### config.mk
export PLATFORM = sky130hd
export DESIGN_NAME = seg_scan_driver
export DESIGN_NICKNAME = d
export VERILOG_FILES = /design/src/rtl/seg_scan_driver.sv
export SDC_FILE = /design/constraint.sdc
export NUM_CORES = 1
export LEC_CHECK = 0
export ABC_AREA = 1
export CAP_MARGIN = 20
export CORE_ASPECT_RATIO = 0.6
export CORE_MARGIN = 5
export CORE_UTILIZATION = 61
export DETAILED_ROUTE_END_ITERATION = 10
export GPL_ROUTABILITY_DRIVEN = 0
export PLACE_DENSITY = 0.89
export RECOVER_POWER = 100
export REMOVE_ABC_BUFFERS = 1
export SLEW_MARGIN = 25
export SYNTH_ARGS = -nofsm -noshare
export SYNTH_HDL_FRONTEND = slang
export SYNTH_SLANG_ARGS = --single-unit
### constraint.sdc
create_clock -name clk -period 3.2 [get_ports clk]
set_input_delay 0.96 -clock clk [delete_from_list [all_inputs] [get_ports clk]]
set_output_delay 0.96 -clock clk [all_outputs]
set_load 0.02 [all_outputs]
### src/rtl/seg_scan_driver.sv
// Four-digit multiplexed seven-segment driver with a binary-to-BCD converter.
// Scan and blink inputs come from a slow divider and are treated as data.
module seg_scan_driver #(
    parameter int LZ_BLANK    = 1,
    parameter int SYNC_STAGES = 2
) (
    input  logic        clk,
    input  logic        clr,
    input  logic        segclk,
    input  logic        clk_blink,
    input  logic        blink_en,
    input  logic [13:0] score,
    input  logic        score_load,
    output logic        busy,
    output logic [3:0]  an,
    output logic [6:0]  seg,
    output logic        dp
);

    localparam int  LAST     = SYNC_STAGES - 1;
    localparam logic LZ_ON   = (LZ_BLANK != 0);
    localparam logic [6:0] SEG_OFF = 7'b1111111;

    typedef enum logic [1:0] {IDLE, SHIFT, DONE} state_t;

    logic [SYNC_STAGES-1:0] segclk_sync_reg;
    logic [SYNC_STAGES-1:0] blink_sync_reg;
    logic                   segclk_prev_reg;
    logic                   scan_tick;
    logic                   blink_active;

    logic [1:0]  idx_reg;
    logic [3:0]  an_reg, an_next;
    logic [6:0]  seg_reg, seg_next;

    state_t      state_reg, state_next;
    logic [13:0] bin_reg, bin_next;
    logic [15:0] acc_reg, acc_next;
    logic [15:0] acc_adj;
    logic [3:0]  cnt_reg, cnt_next;
    logic [15:0] disp_reg, disp_next;
    logic        busy_reg;
    logic [13:0] score_sat;

    logic [3:1]  nib_zero;
    logic [3:1]  above_zero;
    logic [3:0]  lead_blank;
    logic [3:0]  digit_val;

    // Synchronizer chains; first stage takes the raw divider outputs
    always_ff @(posedge clk) begin
        if (clr) begin
            segclk_sync_reg[0] <= 1'b0;
            blink_sync_reg[0]  <= 1'b0;
        end else begin
            segclk_sync_reg[0] <= segclk;
            blink_sync_reg[0]  <= clk_blink;
        end
    end

    generate
        for (genvar gi = 1; gi < SYNC_STAGES; gi++) begin : g_sync
            always_ff @(posedge clk) begin
                if (clr) begin
                    segclk_sync_reg[gi] <= 1'b0;
                    blink_sync_reg[gi]  <= 1'b0;
                end else begin
                    segclk_sync_reg[gi] <= segclk_sync_reg[gi-1];
                    blink_sync_reg[gi]  <= blink_sync_reg[gi-1];
                end
            end
        end
    endgenerate

    assign scan_tick    = segclk_sync_reg[LAST] & ~segclk_prev_reg;
    assign blink_active = blink_en & blink_sync_reg[LAST];

    always_ff @(posedge clk) begin
        if (clr) begin
            segclk_prev_reg <= 1'b0;
            idx_reg         <= 2'd3;
        end else begin
            segclk_prev_reg <= segclk_sync_reg[LAST];
            if (scan_tick)
                idx_reg <= idx_reg + 2'd1;
        end
    end

    // Leading-zero detection: a digit is blankable when it and every digit above are zero
    generate
        for (genvar gi = 1; gi < 4; gi++) begin : g_nib_zero
            assign nib_zero[gi] = (disp_reg[gi*4 +: 4] == 4'd0);
        end
        for (genvar gi = 1; gi < 3; gi++) begin : g_above_zero
            assign above_zero[gi] = nib_zero[gi] & above_zero[gi+1];
        end
    endgenerate
    assign above_zero[3] = nib_zero[3];
    assign lead_blank    = {above_zero & {3{LZ_ON}}, 1'b0};

    assign digit_val = disp_reg[{idx_reg, 2'b00} +: 4];

    function automatic logic [6:0] seg_decode(input logic [3:0] d);
        logic [6:0] s;
        case (d)
            4'd0:    s = 7'b1000000;
            4'd1:    s = 7'b1111001;
            4'd2:    s = 7'b0100100;
            4'd3:    s = 7'b0110000;
            4'd4:    s = 7'b0011001;
            4'd5:    s = 7'b0010010;
            4'd6:    s = 7'b0000010;
            4'd7:    s = 7'b1111000;
            4'd8:    s = 7'b0000000;
            4'd9:    s = 7'b0010000;
            default: s = 7'b0111111;
        endcase
        return s;
    endfunction

    // Blink overrides leading-zero blanking; neither touches scan state
    always_comb begin
        an_next  = 4'b1111;
        seg_next = SEG_OFF;
        if (!blink_active && !lead_blank[idx_reg]) begin
            an_next  = ~(4'b0001 << idx_reg);
            seg_next = seg_decode(digit_val);
        end
    end

    always_ff @(posedge clk) begin
        if (clr) begin
            an_reg  <= 4'b1111;
            seg_reg <= SEG_OFF;
        end else begin
            an_reg  <= an_next;
            seg_reg <= seg_next;
        end
    end

    assign score_sat = (score > 14'd9999) ? 14'd9999 : score;

    // Double-dabble correction: nibbles of five or more get +3 before the shift
    generate
        for (genvar gi = 0; gi < 4; gi++) begin : g_adj
            assign acc_adj[gi*4 +: 4] = (acc_reg[gi*4 +: 4] >= 4'd5) ?
                                        acc_reg[gi*4 +: 4] + 4'd3 : acc_reg[gi*4 +: 4];
        end
    endgenerate

    always_comb begin
        state_next = state_reg;
        bin_next   = bin_reg;
        acc_next   = acc_reg;
        cnt_next   = cnt_reg;
        disp_next  = disp_reg;
        case (state_reg)
            IDLE: begin
                if (score_load && !busy_reg) begin
                    bin_next   = score_sat;
                    acc_next   = 16'd0;
                    cnt_next   = 4'd0;
                    state_next = SHIFT;
                end
            end
            SHIFT: begin
                acc_next = {acc_adj[14:0], bin_reg[13]};
                bin_next = {bin_reg[12:0], 1'b0};
                cnt_next = cnt_reg + 4'd1;
                if (cnt_reg == 4'd13)
                    state_next = DONE;
            end
            DONE: begin
                disp_next  = acc_reg;
                state_next = IDLE;
            end
            default: state_next = IDLE;
        endcase
    end

    always_ff @(posedge clk) begin
        if (clr) begin
            state_reg <= IDLE;
            bin_reg   <= 14'd0;
            acc_reg   <= 16'd0;
            cnt_reg   <= 4'd0;
            disp_reg  <= 16'd0;
            busy_reg  <= 1'b0;
        end else begin
            state_reg <= state_next;
            bin_reg   <= bin_next;
            acc_reg   <= acc_next;
            cnt_reg   <= cnt_next;
            disp_reg  <= disp_next;
            // Lags the FSM by one edge so busy spans the 15 edges after the load
            busy_reg  <= (state_reg != IDLE);
        end
    end

    assign busy = busy_reg;
    assign an   = an_reg;
    assign seg  = seg_reg;
    assign dp   = 1'b1;

endmodule

Yosys cells after proc, flatten, opt, wreduce, memory -nomap -nowiden
Memories as Yosys holds them, arrays and structs flattened. A register that Yosys moved wholly into a read port is not among the register bits.
Cells that the tools add are included.
{"block": "word_totals", "n_memories": 1, "wordCells": 70, "inputBits": 20, "out_inout_bits": 13, "romBits": 112, "register_bits": 64}
{"block": "op_classes", "muxes": 16, "n_shift": 2, "order_cmp": 6, "eq_ne": 5, "addsub": 6, "bitwise_logic": 7, "n_reduce_logical": 14}
{"memory": "(no name shown)", "words": 16, "width": 7, "rd": 1, "rd_clocked_by_memory_dff": 1, "wr": 0, "line": "105", "source": "case (d)"}
{"operator": "$pmux 16 s2", "n": 1}
{"operator": "$mux 14", "n": 2}
{"operator": "$pmux 14 s2", "n": 1}
{"operator": "$ge 4x3->1 const B", "n": 4}
{"operator": "$mux 16", "n": 1}
{"operator": "$mux 4", "n": 4}
{"operator": "$shiftx 16x5->4", "n": 1}
{"operator": "$gt 14x14->1 const B", "n": 1}
{"operator": "$add 4x2->4 const B", "n": 3}
{"operator": "$logic_not 4->1", "n": 3}
{"operator": "$pmux 4 s2", "n": 1}
{"operator": "$add 4x1->4 const B", "n": 1}
{"operator": "$and 1x1->1", "n": 4}
{"operator": "$eq 4x4->1 const B", "n": 1}
{"operator": "$mux 2", "n": 2}
{"operator": "$ne 2x2->1 const B", "n": 2}
{"operator": "$not 4->4", "n": 1}
{"operator": "$pmux 2 s2", "n": 1}
{"operator": "$reduce_and 2->1", "n": 2}
{"operator": "$reduce_bool 2->1", "n": 2}
{"operator": "$shl 1x2->4 const A", "n": 1}
{"operator": "$add 3x2->3 const B", "n": 1}
{"operator": "$logic_not 1->1", "n": 3}
{"operator": "$lt 2x3->1 const B", "n": 1}
{"operator": "other kinds (10)", "n": 12}

Depth between registers and ports, before layout
{"block": "logic_depth", "ltp_word": 9, "ltp_mapped": 11}

Least setup slack after synthesis
OpenSTA, ideal clock, no wires.
{"block": "synth_path", "path_type": "input-to-reg", "from": "in score[4]", "to": "reg bin_reg[1]", "t_required_ns": 3.090, "setup_ns": 0.110, "slack_ns": 1.384, "stages": 9, "t_arrival_ns": 1.705, "path_cell_list": "nor2_1 nand2_1 nand2_1 nand2_1 nand2_1 clkbuf_1 nand3_1 nand3b_1 inv_1"}
{"block": "synth_via", "elab_chain_len": 4}
{"item": "from (decl)", "line": "12", "source": "input logic [13:0] score,"}
{"item": "$gt 14x14->1", "line": "141", "source": "assign score_sat = (score > 14'd9999) ? 14'd9999 : score;"}
{"item": "$mux 14", "line": "141"}
{"item": "$mux 14", "line": "159", "source": "if (score_load && !busy_reg) begin"}
{"item": "$pmux 14 s2", "line": "157", "source": "case (state_reg)"}
{"item": "to (signal assigned)", "line": "191", "source": "bin_reg <= bin_next;"}
{"item": "to (decl)", "line": "37", "source": "logic [13:0] bin_reg, bin_next;"}
No other way between the ends. The select of a mux whose other input is x is not followed.
A chain may end at the register's enable or synchronous reset.

Worst setup path after layout
{"block": "layout_path", "from": "in score_load", "to": "reg bin_reg[13]"}
{"block": "layout_via", "elab_chain_len": 3}
{"item": "from (decl)", "line": "13", "source": "input logic score_load,"}
{"item": "$logic_and 1x1->1", "line": "159"}
{"item": "$ne 2x2->1 (no source line)"}
{"item": "$reduce_and 2->1 (no source line)"}
No other way between the ends.

==> results.sh <==
export IMPL_p_total_uw=1946
export IMPL_r2r_end="bin_reg[13]$_SDFFE_PP0P_"
export IMPL_cts_tree="done"
export IMPL_synth_cells=467
export IMPL_synth_top_family_by_area="simple AND/OR/NAND/NOR gates"
export IMPL_rr_worst_depth=6
export IMPL_synth_compound_area_share_pct=13.61
export IMPL_grt_overflow_total=0
export IMPL_antenna_found_initial=0
export IMPL_grt_pass1_vias=2890
export IMPL_drc=0
export IMPL_slew_limit_headroom_pct=10.10
export IMPL_avgSynthCellArea_um2=7.183
export IMPL_intPower_uw=1456
export IMPL_grt_max_degree=32
export IMPL_critPathMaxStageDelay_ns=0.47
export IMPL_clkTransAtPathRegs_ns=0.07
export IMPL_tightest_slew_ns=1.348
export IMPL_synth_edf_count=0
export IMPL_crit_type="input port to flop"
export IMPL_area_growth_synth_to_final_pct=16.08
export IMPL_dr_pass1_iters=6
export IMPL_fp_dieH_um=67.44
export IMPL_vias_per_cell=5.577
export IMPL_cp_max_fo=21
export IMPL_cts_root_buf="clkbuf_8"
export IMPL_start_util_pct=64.76
export IMPL_min_delay_path_depth=2
export IMPL_clock_latency_ns=0.35
export IMPL_yosysSeqAreaShare_pct=42.37
export IMPL_cts_sinks=71
export IMPL_peakVddDrop_mv=0.3268
export IMPL_arrival_ns=2.83
export IMPL_p_clk_share_pct=41.0
export IMPL_start_kind="input port"
export IMPL_drive_above_1_share_pct=4.810
export IMPL_p_switching_uw=490.4
export IMPL_seq_area_um2=1421
export IMPL_drv_slew=0
export IMPL_antennaDiodeCount=0
export IMPL_maxCapViolCount=0
export IMPL_placementRows=20
export IMPL_yosysWarnings=0
export IMPL_p_sw_share_pct=25.20
export IMPL_hold_violations=0
export IMPL_final_cell_mix="nand2_1 (99), dfxtp_1 (71), inv_1 (55)"
export IMPL_final_min_clock_period_ns=2.607
export IMPL_p_per_area_nw_per_um2=499.8
export IMPL_synth_xor_area_share_pct=0.7833
export IMPL_r2r_setup_slack_ns=0.89
export IMPL_min_to="segclk_sync_reg[1]$_SDFF_PP0_"
export IMPL_postCtsHoldBufs=0
export IMPL_nets=533
export IMPL_end_kind="flop"
export IMPL_status="completed"
export IMPL_die_area_um2=7131
export IMPL_synth_adder_area_share_pct=7.087
export IMPL_top_level_ports=33
export IMPL_r2r_start="state_reg[1]$_SDFFE_PP0P_"
export IMPL_p_leak_uw=0.001661
export IMPL_crit_chain="clkdlybuf4s50_1 > inv_1 > nor2_1 > nand2_1 > nand2_1 > inv_2 > o21ai_0 > a21oi_1"
export IMPL_post_cts_setup_buffers=0
export IMPL_rsz0062_at_grt="false"
export IMPL_worstHoldPathType="flop to flop"
export IMPL_async_reset_ff_share_pct=0
export IMPL_fmax_mhz=383.5
export IMPL_ys_ff_latch=71
export IMPL_hold_path_startpoint="segclk_sync_reg[0]$_SDFF_PP0_"
export IMPL_dominantRegCellSynth="dfxtp_1"
export IMPL_cts_buffer_depth=2
export IMPL_yosysUniqueCellTypes=26
export IMPL_p_seq_share_pct=48.2
export IMPL_routed_wl_mm=7.781
export IMPL_layout_commonest_cell="nand2_1"
export IMPL_core_area_um2=5180
export IMPL_io_buffers=31
export IMPL_combinationalPowerShare_pct=10.8
export IMPL_dieWidth_um=105.7
export IMPL_crit_path_top_delay_cell="nand2_1"
export IMPL_grt_pass1_wl_mm=13.23
export IMPL_required_ns=3.42
export IMPL_setup_tns_ns=0
export IMPL_crit_top_cell="nand2_1"
export IMPL_dp_hpwl_mm=5.514
export IMPL_post_cts_resized=0
export IMPL_skew_ns=0.01195
export IMPL_post_route_period_util_pct=81.48
export IMPL_track_usage_pct=23.65
export IMPL_ant_nets=0
export IMPL_ctsHtreeMaxLevel=3
export IMPL_synth_area_um2=3354
export IMPL_via_count=3151
export IMPL_drtIter0Drc=216
export IMPL_setup_viol=0
export IMPL_numCtsBuffers=9
export IMPL_multi_input_area_um2=1620
export IMPL_post_drt_wl_per_cell_um=13.77
export IMPL_yosys_area_share_simple_pct=26.86
export IMPL_fill_cells=396
export IMPL_muxShareOfSynthArea_pct=0
## synth_stat cells (5+ instances only)
| master | n | area, µm² |
|---|---|---|
| dfxtp_1 | 71 | 1421 |
| nand4_1 | 5 | 31.28 |
| ha_1 | 19 | 237.7 |
| o21ai_0 | 38 | 190.2 |
| clkbuf_1 | 10 | 37.54 |
| nand3_1 | 43 | 215.2 |
| nand2_1 | 97 | 364.1 |
| or2_2 | 5 | 31.28 |
| buf_2 | 6 | 30.03 |
| nand3b_1 | 5 | 37.54 |
| a21oi_1 | 41 | 205.2 |
| inv_1 | 55 | 206.5 |
| nor2_1 | 45 | 168.9 |
## worst max-delay path: cells and delay by family
| family | cells | cell delay [ns] |
|---|---|---|
| compound gates | 2 | 0.35 |
| simple gates | 3 | 0.72 |
| buf+inv | 3 | 0.80 |
## cell type report
cell class	count	area share, %
tap	66	2.121
sequential	71	36.50
timing repair buffer	35	8.451
clock inverter	4	1.992
multi-input combinational	319	41.61
clock buffer	12	3.728
inverter	58	5.591
## logic make-up (layout without fill, tap and decap cells)
kind of cell / count (synthesis) / count (layout)
flip-flops: 71 / 71
adder cells (fa/ha/maj): 19 / 19
AND/OR/NAND/NOR: 209 / 209
XOR/XNOR: 3 / 3
other: 1 / 1
buffers and inverters: 77 / 109
AO/OA/AOI/OAI: 87 / 87
## metrics by stage
stage / area, µm² / cells / utilization [%] / hold slack, ns / setup WS [ns]
2_1_floorplan: 3264 / 448 / - / 0.3883 / 1.081
3_3_place_gp: 3687 / 549 / 71.18 / 0.3908 / 0.6735
3_5_place_dp: 3687 / 549 / 71.18 / 0.3934 / 0.5373
4_1_cts: 3910 / 565 / 75.48 / 0.4038 / 0.8883
5_1_grt: 3894 / 565 / 75.17 / 0.4231 / 0.4333
6_report: 3894 / 565 / 75.17 / 0.4042 / 0.5925
## worst max-delay path by stage
stage          startpoint  slack [ns]                        to  depth (start not counted)
2_1_floorplan         clr        1.08         seg[1]$_SDFF_PP1_                          4
5_1_grt        score_load        0.43   bin_reg[4]$_SDFFE_PP0P_                         10
4_1_cts        score_load        0.89  bin_reg[13]$_SDFFE_PP0P_                          8
3_3_place_gp   score_load        0.67   bin_reg[4]$_SDFFE_PP0P_                         10
6_report       score_load        0.59  bin_reg[13]$_SDFFE_PP0P_                          8
3_5_place_dp   score_load        0.54  bin_reg[13]$_SDFFE_PP0P_                          8
## power by group through the flow
stage | clock network (µW) | registers (µW) | logic (µW)
after floorplan | 0 | 951 | 132
after CTS | 805 | 935 | 212
after global routing | 858 | 939 | 238
after global placement | 0 | 954 | 201
after detailed placement | 0 | 955 | 209
final | 798 | 937 | 211
## layer usage
metal | vias to the layer above | share of wire, % | GRT usage [%]
li1 | 1558 | - | -
met1 | 1483 | 47 | 31.60
met2 | 99 | 44 | 37.78
met3 | 11 | 7.6 | 6.972
met4 | 0 | 0.96 | 6.624
met5 | - | 0 | 0
Note: power is estimated with default switching activity, not from simulation.
